**config.mk**
```make
export PLATFORM = sky130hd
export DESIGN_NAME = inst_fetch_queue_flat
export DESIGN_NICKNAME = d
export VERILOG_FILES = /design/src/rtl/inst_fetch_queue_if.sv /design/src/rtl/inst_fetch_queue.sv /design/src/flat_wrapper.sv
export SDC_FILE = /design/constraint.sdc
export NUM_CORES = 1
export LEC_CHECK = 0
export CAP_MARGIN = 40
export CELL_PAD_IN_SITES_DETAIL_PLACEMENT = 1
export CELL_PAD_IN_SITES_GLOBAL_PLACEMENT = 1
export CORE_AREA = 2 2 337 272
export DETAILED_ROUTE_END_ITERATION = 7
export DIE_AREA = 0 0 339 274
export DONT_BUFFER_PORTS = 1
export PLACE_DENSITY = 0.81
export SLEW_MARGIN = 20
export SYNTH_ARGS = -nofsm -noshare
export SYNTH_HDL_FRONTEND = slang
export SYNTH_SLANG_ARGS = --single-unit
```
**constraint.sdc**
```tcl
create_clock -name clk_in -period 3.2 [get_ports clk_in]
set_input_delay 0.32 -clock clk_in [delete_from_list [all_inputs] [get_ports clk_in]]
set_output_delay 0.32 -clock clk_in [all_outputs]
set_load 0.02 [all_outputs]
```
**src/rtl/inst_fetch_queue_if.sv**
```systemverilog
// Fetch-queue bus: icache request/response, decode-side head entry and ROB flush.
// The fetch queue drives the master side; icache, decoder and ROB sit on the slave side.
interface inst_fetch_queue_if;
    logic        fetch_req_out;
    logic [31:0] fetch_pc_out;
    logic        icache_valid_in;
    logic [31:0] icache_inst_in;
    logic        inst_valid_out;
    logic [31:0] inst_out;
    logic [31:0] pc_out;
    logic        issue_ready_in;
    logic        flush_in;
    logic [31:0] flush_pc_in;

    modport master (
        output fetch_req_out, fetch_pc_out, inst_valid_out, inst_out, pc_out,
        input  icache_valid_in, icache_inst_in, issue_ready_in, flush_in, flush_pc_in
    );

    modport slave (
        input  fetch_req_out, fetch_pc_out, inst_valid_out, inst_out, pc_out,
        output icache_valid_in, icache_inst_in, issue_ready_in, flush_in, flush_pc_in
    );
endinterface

```
**src/rtl/inst_fetch_queue.sv**
```systemverilog
// Instruction fetch queue: one-outstanding icache fetcher with static JAL prediction,
// a circular FIFO of {instruction, pc} entries and a ROB-driven flush.
module inst_fetch_queue #(
    parameter int          QUEUE_ADDR_W = 4,
    parameter int          QUEUE_SIZE   = 16,
    parameter logic [31:0] RESET_PC     = 32'h0
) (
    input  logic                clk_in,
    input  logic                rst_in,
    input  logic                rdy_in,
    inst_fetch_queue_if.master  bus
);

    typedef enum logic [1:0] {
        S_IDLE,
        S_WAIT,
        S_DISCARD
    } state_t;

    localparam logic [6:0]            OPC_JAL    = 7'b1101111;
    localparam logic [QUEUE_ADDR_W:0] FULL_COUNT = (QUEUE_ADDR_W + 1)'(QUEUE_SIZE);

    state_t                  state_q, state_d;
    logic                    req_q, req_d;
    logic [31:0]             fetch_pc_q, fetch_pc_d;
    logic [31:0]             pc_q, pc_d;
    logic [QUEUE_ADDR_W-1:0] head_q, head_d;
    logic [QUEUE_ADDR_W-1:0] tail_q, tail_d;
    logic [QUEUE_ADDR_W:0]   count_q, count_d;
    logic                    push, pop;
    logic                    head_valid;
    logic                    is_jal;
    logic [31:0]             imm_j;

    logic [31:0] inst_mem [QUEUE_SIZE];
    logic [31:0] pc_mem   [QUEUE_SIZE];

    assign head_valid = (count_q != '0);
    assign is_jal     = (bus.icache_inst_in[6:0] == OPC_JAL);
    assign imm_j      = {{11{bus.icache_inst_in[31]}}, bus.icache_inst_in[31],
                         bus.icache_inst_in[19:12], bus.icache_inst_in[20],
                         bus.icache_inst_in[30:21], 1'b0};

    always_comb begin
        // NOTE: every signal gets a default before the case so no path leaves it unassigned (no latches).
        state_d    = state_q;
        req_d      = req_q;
        fetch_pc_d = fetch_pc_q;
        pc_d       = pc_q;
        head_d     = head_q;
        tail_d     = tail_q;
        count_d    = count_q;
        push       = 1'b0;
        pop        = 1'b0;

        if (rdy_in) begin
            unique case (state_q)
                S_IDLE: begin
                    if (!bus.flush_in && count_q < FULL_COUNT) begin
                        req_d      = 1'b1;
                        fetch_pc_d = pc_q;
                        state_d    = S_WAIT;
                    end
                end
                S_WAIT: begin
                    if (bus.flush_in) begin
                        req_d   = 1'b0;
                        state_d = bus.icache_valid_in ? S_IDLE : S_DISCARD;
                    end else if (bus.icache_valid_in) begin
                        push    = 1'b1;
                        req_d   = 1'b0;
                        state_d = S_IDLE;
                        pc_d    = is_jal ? fetch_pc_q + imm_j : fetch_pc_q + 32'd4;
                    end
                end
                S_DISCARD: begin
                    if (bus.icache_valid_in) state_d = S_IDLE;
                end
                default: state_d = S_IDLE;
            endcase

            // Flush wins over push, pop and the prediction above.
            if (bus.flush_in) begin
                pc_d    = bus.flush_pc_in;
                head_d  = '0;
                tail_d  = '0;
                count_d = '0;
            end else begin
                pop = head_valid && bus.issue_ready_in;
                if (pop)  head_d = head_q + 1'b1;
                if (push) tail_d = tail_q + 1'b1;
                if (push && !pop)      count_d = count_q + 1'b1;
                else if (pop && !push) count_d = count_q - 1'b1;
            end
        end
    end

    always_ff @(posedge clk_in or posedge rst_in) begin
        if (rst_in) begin
            state_q    <= S_IDLE;
            req_q      <= 1'b0;
            fetch_pc_q <= '0;
            pc_q       <= RESET_PC;
            head_q     <= '0;
            tail_q     <= '0;
            count_q    <= '0;
        end else begin
            // NOTE: sequential state uses non-blocking assignments so all registers update together.
            state_q    <= state_d;
            req_q      <= req_d;
            fetch_pc_q <= fetch_pc_d;
            pc_q       <= pc_d;
            head_q     <= head_d;
            tail_q     <= tail_d;
            count_q    <= count_d;
        end
    end

    // NOTE: queue storage has no reset; entries are only read once count marks them valid.
    always_ff @(posedge clk_in) begin
        if (push) begin
            inst_mem[tail_q] <= bus.icache_inst_in;
            pc_mem[tail_q]   <= fetch_pc_q;
        end
    end

    assign bus.fetch_req_out  = req_q;
    assign bus.fetch_pc_out   = fetch_pc_q;
    assign bus.inst_valid_out = head_valid;
    assign bus.inst_out       = inst_mem[head_q];
    assign bus.pc_out         = pc_mem[head_q];

endmodule
```
**src/flat_wrapper.sv**
```systemverilog
// flat-port wrapper written by rule: the top's interface ports become plain ports
module inst_fetch_queue_flat 
#(
    parameter int          QUEUE_ADDR_W = 4,
    parameter int          QUEUE_SIZE   = 16,
    parameter logic [31:0] RESET_PC     = 32'h0
)
  (clk_in, rst_in, rdy_in, bus_fetch_req_out, bus_fetch_pc_out, bus_inst_valid_out, bus_inst_out, bus_pc_out, bus_icache_valid_in, bus_icache_inst_in, bus_issue_ready_in, bus_flush_in, bus_flush_pc_in);
  inst_fetch_queue_if bus_i ();
  input  logic clk_in;
  input  logic rst_in;
  input  logic rdy_in;
  output wire logic [$bits(bus_i.fetch_req_out)-1:0] bus_fetch_req_out;
  output wire logic [$bits(bus_i.fetch_pc_out)-1:0] bus_fetch_pc_out;
  output wire logic [$bits(bus_i.inst_valid_out)-1:0] bus_inst_valid_out;
  output wire logic [$bits(bus_i.inst_out)-1:0] bus_inst_out;
  output wire logic [$bits(bus_i.pc_out)-1:0] bus_pc_out;
  input wire logic [$bits(bus_i.icache_valid_in)-1:0] bus_icache_valid_in;
  input wire logic [$bits(bus_i.icache_inst_in)-1:0] bus_icache_inst_in;
  input wire logic [$bits(bus_i.issue_ready_in)-1:0] bus_issue_ready_in;
  input wire logic [$bits(bus_i.flush_in)-1:0] bus_flush_in;
  input wire logic [$bits(bus_i.flush_pc_in)-1:0] bus_flush_pc_in;
  assign bus_fetch_req_out = bus_i.fetch_req_out;
  assign bus_fetch_pc_out = bus_i.fetch_pc_out;
  assign bus_inst_valid_out = bus_i.inst_valid_out;
  assign bus_inst_out = bus_i.inst_out;
  assign bus_pc_out = bus_i.pc_out;
  assign bus_i.icache_valid_in = bus_icache_valid_in;
  assign bus_i.icache_inst_in = bus_icache_inst_in;
  assign bus_i.issue_ready_in = bus_issue_ready_in;
  assign bus_i.flush_in = bus_flush_in;
  assign bus_i.flush_pc_in = bus_flush_pc_in;
  inst_fetch_queue #(.QUEUE_ADDR_W(QUEUE_ADDR_W), .QUEUE_SIZE(QUEUE_SIZE), .RESET_PC(RESET_PC)) u_core (.clk_in(clk_in), .rst_in(rst_in), .rdy_in(rdy_in), .bus(bus_i));
endmodule
```
# Yosys cells after proc, flatten, opt, wreduce, memory -nomap -nowiden
# Memories as Yosys holds them, arrays and structs flattened.
# Index checks and enable logic that the tools add are counted.
# Widths: inputs -> output; s select.
[totals]
reg_bits = 80
latch_bits = 0
ramBits = 1024
romBits = 0
inputBits = 70
out_inout_bits = 98
n_memories = 2
[memory_table]
columns = ["name", "words", "width", "read_ports", "rd_clocked_by_memory_dff", "write_ports", "line", "rtl"]
rows = [
  ["u_core.inst_mem", 16, 32, 1, 0, 1, "inst_fetch_queue.sv:35", "logic [31:0] inst_mem [QUEUE_SIZE];"],
  ["u_core.pc_mem", 16, 32, 1, 0, 1, "inst_fetch_queue.sv:36", "logic [31:0] pc_mem [QUEUE_SIZE];"],
]
[classes]
n_addsub = 6
n_mul = 0
div_mod_pow = 0
magnitude_cmp = 1
n_eq_ne = 5
shifts = 0
muxes = 27
bitwise = 0
n_reduce_logical = 22
[op_table]
columns = ["operator", "n"]
rows = [
  ["$mux 32", 4],
  ["$add 32x3->32 const B", 1],
  ["$add 32x32->32", 1],
  ["$mux 4", 4],
  ["$mux 5", 3],
  ["$mux 1", 10],
  ["$reduce_bool 2->1", 5],
  ["$add 4x1->4 const B", 2],
  ["$mux 2", 4],
  ["$reduce_and 2->1", 4],
  ["$eq 7x7->1 const B", 1],
  ["$pmux 2 s3", 1],
  ["$reduce_and 3->1", 2],
  ["$add 5x1->5 const B", 1],
  ["$lt 5x5->1 const B", 1],
  ["$reduce_bool 5->1", 1],
  ["$sub 5x1->5 const B", 1],
  ["$logic_and 1x1->1", 4],
  ["$reduce_and 4->1", 1],
  ["$logic_not 1->1", 3],
  ["$ne 3x3->1 const B", 1],
  ["$reduce_bool 3->1", 1],
  ["$eq 2x1->1 const B", 1],
  ["$eq 2x2->1 const B", 1],
  ["3 further kinds", 3],
]

# Depth between registers and ports, before layout
[depth]
word_depth = 9
ltp_mapped = 12
mapped_depth_nobuf = 12

# Worst setup path before layout
# No wires, ideal clock.
[synth_timing]
kind = "register to register"
startpoint = "register u_core.state_q[1]"
endpoint = "memory u_core.inst_mem[0][0] (enable)"
setup_time_ps = 429
arrival_time_ps = 3089
required_ps = 2771
slack_ps = -318
path_stages_with_launch = 8
synth_period_minus_slack_ps = 3518
cell_sequence = "dfrtp_1 > and3b_1 > o21a_1 > clkbuf_1 > nand2_1 > clkbuf_1 > nor3_1 > and2_1"
[synth_via]
elab_chain_cells = 6
[synth_rtl]
columns = ["item", "line", "rtl"]
rows = [
  ["start, declared", "inst_fetch_queue.sv:23", "state_t state_q, state_d;"],
  ["start signal, assigned", "inst_fetch_queue.sv:109", "state_q <= state_d;"],
  ["$eq 2x1->1", "inst_fetch_queue.sv:57", "unique case (state_q)"],
  ["$mux 1", "inst_fetch_queue.sv:57", ""],
  ["$mux 1 (2 in a row)", "inst_fetch_queue.sv:56", "if (rdy_in) begin"],
  ["$mux 1", "inst_fetch_queue.sv:121", "if (push) begin"],
  ["$mux 1 (not written as such)", "inst_fetch_queue.sv:122", "inst_mem[tail_q] <= bus.icache_inst_in;"],
  ["end, declared", "inst_fetch_queue.sv:35", ""],
]
# Every way passes these cells. The select of a mux whose other input is x is not followed.

# Final worst setup path
[layout_timing]
startpoint = "register u_core.head_q[0]"
endpoint = "output bus_inst_out[21]"
[layout_via]
elab_chain_cells = 1
[layout_rtl]
columns = ["item", "line", "rtl"]
rows = [
  ["start, declared", "inst_fetch_queue.sv:27", "logic [QUEUE_ADDR_W-1:0] head_q, head_d;"],
  ["start signal, assigned", "inst_fetch_queue.sv:104", "head_q <= '0;"],
  ["start signal, assigned", "inst_fetch_queue.sv:113", "head_q <= head_d;"],
  ["$mem_v2 16x32", "-", ""],
  ["end, declared", "flat_wrapper.sv:16", "output wire logic [$bits(bus_i.inst_out)-1:0] bus_inst_out;"],
]
# Every way passes these cells.

==> report_table.html <==
<table>
<tr><th>Metric</th><th>Value</th></tr>
<tr><th colspan="2">Critical path</th></tr>
<tr><td>Category of the critical setup timing path</td><td>flip-flop to output pin</td></tr>
<tr><td>Worst-path fanout max</td><td>18</td></tr>
<tr><td>Critical path launch point type</td><td>flip-flop</td></tr>
<tr><td>Worst Path Arrival</td><td>2.85 ns</td></tr>
<tr><td>Critical path data required time</td><td>between 2 and 3 ns</td></tr>
<tr><td>CP Capture Type</td><td>output pin</td></tr>
<tr><th colspan="2">Synth</th></tr>
<tr><td>Post-synthesis instance area</td><td>44600 um^2</td></tr>
<tr><td>Synthesis Warnings</td><td>0</td></tr>
<tr><td>Cells after Synth</td><td>2170</td></tr>
<tr><td>Commonest register cell after synthesis</td><td>sky130_fd_sc_hd__edfxtp_1</td></tr>
<tr><td>Synth area leader</td><td>sky130_fd_sc_hd__edfxtp_1</td></tr>
<tr><td>Synthesized net count</td><td>around 2300</td></tr>
<tr><td>Distinct cell type count after synthesis</td><td>70</td></tr>
<tr><td>Proportion of synthesized chip area in sequential cells</td><td>approximately three quarters</td></tr>
<tr><td>Register bit total from synthesis</td><td>1104</td></tr>
<tr><td>Cells taking the most area after synthesis</td><td>sky130_fd_sc_hd__edfxtp_1 69%, sky130_fd_sc_hd__mux4_2 16%, sky130_fd_sc_hd__dfrtp_1 4.5%</td></tr>
<tr><td>Share of the synthesized area in the top cell type</td><td>69.0%</td></tr>
<tr><td>Number of enable-type register cells in the synthesized netlist</td><td>a little over 1000</td></tr>
<tr><td>Post-synth ARST share</td><td>slightly above 7%</td></tr>
<tr><td>Mean cell area of the mapped netlist</td><td>roughly 20 um^2</td></tr>
<tr><th colspan="2">Global routing</th></tr>
<tr><td>Vias in the first global route</td><td>24947</td></tr>
<tr><td>Total GRT Usage</td><td>27.0%</td></tr>
<tr><td>Final global-route overflow total</td><td>0</td></tr>
<tr><td>Antenna violations before repair</td><td>14</td></tr>
<tr><td>Wire length of the first global-routing pass</td><td>about 180000 um</td></tr>
<tr><td>Pin count of the biggest net entering global routing</td><td>between 60 and 70</td></tr>
<tr><th colspan="2">Layout</th></tr>
<tr><td>Fillcell total</td><td>between 7000 and 8000</td></tr>
<tr><td>Most common cell after layout, fill and taps aside</td><td>sky130_fd_sc_hd__edfxtp_1</td></tr>
<tr><td>Layout-stage area growth over the synthesis result</td><td>16.0%</td></tr>
<tr><td>Post-layout nets</td><td>around 2500</td></tr>
<tr><td>Highest-count cells in the layout ignoring fill and taps</td><td>1024 x sky130_fd_sc_hd__edfxtp_1, 320 x sky130_fd_sc_hd__mux4_2, 108 x sky130_fd_sc_hd__clkbuf_16, 99 x sky130_fd_sc_hd__buf_4, 78 x sky130_fd_sc_hd__nand2_1</td></tr>
<tr><td>Ratio of cells with drive above 1 in the final layout</td><td>28.0%</td></tr>
<tr><th colspan="2">Routing</th></tr>
<tr><td>Post-detailed-route DRC marker count</td><td>0</td></tr>
<tr><td>Remaining antenna violation count after routing</td><td>0</td></tr>
<tr><td>Total via count in the routed design</td><td>roughly 24000</td></tr>
<tr><td>Total wire length after detailed routing</td><td>around 120000 um</td></tr>
<tr><td>Routed wire per std cell</td><td>~34 um</td></tr>
<tr><td>DRT Pass-1 Iters</td><td>7</td></tr>
<tr><td>Per-cell via count in the routed design</td><td>approximately 6.4</td></tr>
<tr><td>Number of DRC markers in iteration 0</td><td>2665</td></tr>
<tr><th colspan="2">Placement</th></tr>
<tr><td>HPWL after detailed placement</td><td>approximately 72000 um</td></tr>
<tr><td>PortBufs</td><td>0</td></tr>
<tr><td>Weighted congestion at the end of routability-driven global placement</td><td>slightly above 0.9</td></tr>
<tr><th colspan="2">Power</th></tr>
<tr><td>Leakage power</td><td>around 17 nW</td></tr>
<tr><td>Highest ir drop seen on vdd</td><td>0.536 mV</td></tr>
<tr><td>Post-layout total power</td><td>42.8 mW</td></tr>
<tr><td>PD cells</td><td>between 800 and 900 nW/um^2</td></tr>
<tr><th colspan="2">Die</th></tr>
<tr><td>Placeable core region</td><td>~90000 um^2</td></tr>
<tr><td>I/O pin count</td><td>168</td></tr>
<tr><td>DIE WIDTH</td><td>339 um</td></tr>
<tr><td>Number of rows in the core area</td><td>99</td></tr>
<tr><td>Die area</td><td>between 90000 and 100000 um^2</td></tr>
<tr><td>Die extent in y</td><td>274 um</td></tr>
<tr><td>Initial standard-cell utilization of the core</td><td>between 40% and 50%</td></tr>
<tr><th colspan="2">CTS</th></tr>
<tr><td>H-tree level count</td><td>3</td></tr>
<tr><td>CTS max path bufs</td><td>3</td></tr>
<tr><td>TritonCTS clock tree</td><td>done</td></tr>
<tr><td>CTS sink count</td><td>1104</td></tr>
<tr><td>Clock slew at the register clock pins of the worst setup and hold paths</td><td>0.07 ns</td></tr>
<tr><td>Clk Latency, worst-skew pair</td><td>0.70 ns</td></tr>
<tr><td>Number of buffers added by the clock tree synthesis step</td><td>between 100 and 150</td></tr>
<tr><td>Root buf cell</td><td>sky130_fd_sc_hd__clkbuf_16</td></tr>
<tr><th colspan="2">STA</th></tr>
<tr><td>RSZ-0062 raised after global routing</td><td>yes</td></tr>
<tr><td>Final hold vios</td><td>0</td></tr>
<tr><td>Number of failing setup endpoints in the final timing report</td><td>0</td></tr>
<tr><td>Headroom to the max-slew limit</td><td>50.4%</td></tr>
<tr><td>Part of the cycle the worst path needs</td><td>around 99%</td></tr>
<tr><td>Highest clock frequency the design can meet</td><td>315 MHz</td></tr>
<tr><td>Smallest hold slack</td><td>a little over 0.04 ns</td></tr>
<tr><td>Worst Max-Slew Pin Slew</td><td>0.742 ns</td></tr>
<tr><td>Clock tree skew after final layout</td><td>between 0.04 and 0.05 ns</td></tr>
<tr><td>Final worst path period need</td><td>around 3.2 ns</td></tr>
<tr><td>Total count of max-transition violations in the final report</td><td>0</td></tr>
<tr><td>Setup TNS</td><td>0 ns</td></tr>
<tr><th colspan="2">Run status</th></tr>
<tr><td>Status</td><td>finished, final reports clean</td></tr>
<tr><th colspan="2">Worst hold path</th></tr>
<tr><td>Min-Delay Path Class</td><td>input pin to flip-flop</td></tr>
<tr><th colspan="2">Run</th></tr>
<tr><td>Max-cap violation count</td><td>0</td></tr>
</table>
[metal layers]
metal  track usage, %  routed length, um  vias up
met5                0                 25        -
met3             5.57              11900      196
li1                 -                  -     9507
met1             38.0              49400    12704
met4             7.94               2770        4
met2             43.2              60700     1394
[cell families after synthesis]
logic type / count (synthesis) / share of synthesized area [%]
flops: 1104 / 73.5
fa+ha+maj: 41 / 1.19
compound gates: 225 / 3.18
mux: 356 / 17.1
xor+xnor: 42 / 0.826
simple gates: 270 / 3.01
buf+inv: 132 / 1.22
[flip-flops by register name, summed over array words and instances, names as in the netlist]
name / count
u_core.pc_q: 32
u_core.count_q: 5
u_core.head_q: 4
u_core.tail_q: 4
u_core.inst_mem: 512
u_core.bus.fetch_pc_out: 32
u_core.pc_mem: 512
u_core.bus.fetch_req_out: 1
u_core.state_q: 2
[final cells by class]
cell class | instances | area [um^2] | share of cell area [%]
diodes | 13 | 32.5 | 0.0629
clock buffers | 131 | 2770 | 5.35
clock inverters | 65 | 623 | 1.21
inverters | 24 | 91.3 | 0.177
multi-input cells | 934 | 11300 | 21.9
flip-flops and latches | 1104 | 32800 | 63.4
well taps | 1212 | 1520 | 2.93
repair buffers | 219 | 2550 | 4.93
[stage by stage]
stage	instance area (um^2)	setup slack, ns	instances	util (%)
after floorplan	44600	0.249	2170	-
after global placement	47300	0.367	3404	52.5
after detailed placement	47300	0.268	3405	52.5
after CTS	51400	-0.0409	3671	57.1
after global routing	51700	-0.0439	3695	57.4
final	51700	0.0266	3702	57.4
[path summary, 6_finish.rpt]
check                                            from           endpoint  slack (ns)  cells after the start
max in group asynchronous                      rst_in    u_core.pc_q[31]        1.90                      5
max reg2reg                u_core.bus.fetch_pc_out[1]    u_core.pc_q[31]        0.20                     12
min                                      bus_flush_in  u_core.count_q[3]        0.04                      2
min in group asynchronous                      rst_in    u_core.pc_q[23]        0.54                      3
min reg2reg                           u_core.pc_q[11]    u_core.pc_q[11]        0.49                      2
max                                  u_core.head_q[0]   bus_inst_out[21]        0.03                      5
[worst max-delay path: stages (launching register included)]
cell and delay [ns]:
sky130_fd_sc_hd__dfrtp_4 0.47, sky130_fd_sc_hd__buf_4 0.16, sky130_fd_sc_hd__buf_16 0.17, sky130_fd_sc_hd__buf_16 0.20, sky130_fd_sc_hd__mux4_2 0.53, sky130_fd_sc_hd__mux4_2 0.64
[synthesized netlist by cell type (17+ instances only)]
master,n
sky130_fd_sc_hd__nor2_1,54
sky130_fd_sc_hd__o21ai_0,45
sky130_fd_sc_hd__and2_1,17
sky130_fd_sc_hd__xor2_1,17
sky130_fd_sc_hd__nand3_1,39
sky130_fd_sc_hd__mux2_2,30
sky130_fd_sc_hd__mux4_2,320
sky130_fd_sc_hd__nand2_1,78
sky130_fd_sc_hd__xnor2_1,25
sky130_fd_sc_hd__dfrtp_1,80
sky130_fd_sc_hd__a21oi_1,69
sky130_fd_sc_hd__ha_1,39
sky130_fd_sc_hd__clkbuf_1,61
sky130_fd_sc_hd__inv_1,23
sky130_fd_sc_hd__buf_2,28
sky130_fd_sc_hd__a21o_1,23
sky130_fd_sc_hd__edfxtp_1,1024
[timing repair]
action,CTS,global route
hold buffers,66,1
resized for setup,2,5
endpoints found under the hold margin,587,4
setup endpoints to repair,26,41
gates cloned,1,2
setup buffers,3,13
[power breakdown]
| group | total (mW) | switching, mW | internal (mW) |
|---|---|---|---|
| clock network | 12.3 | 5.55 | 6.76 |
| logic | 12.7 | 7.38 | 5.36 |
| registers | 17.8 | 0.535 | 17.2 |
| total | 42.8 | 13.5 | 29.4 |
Power figures use the tool's default switching activity.
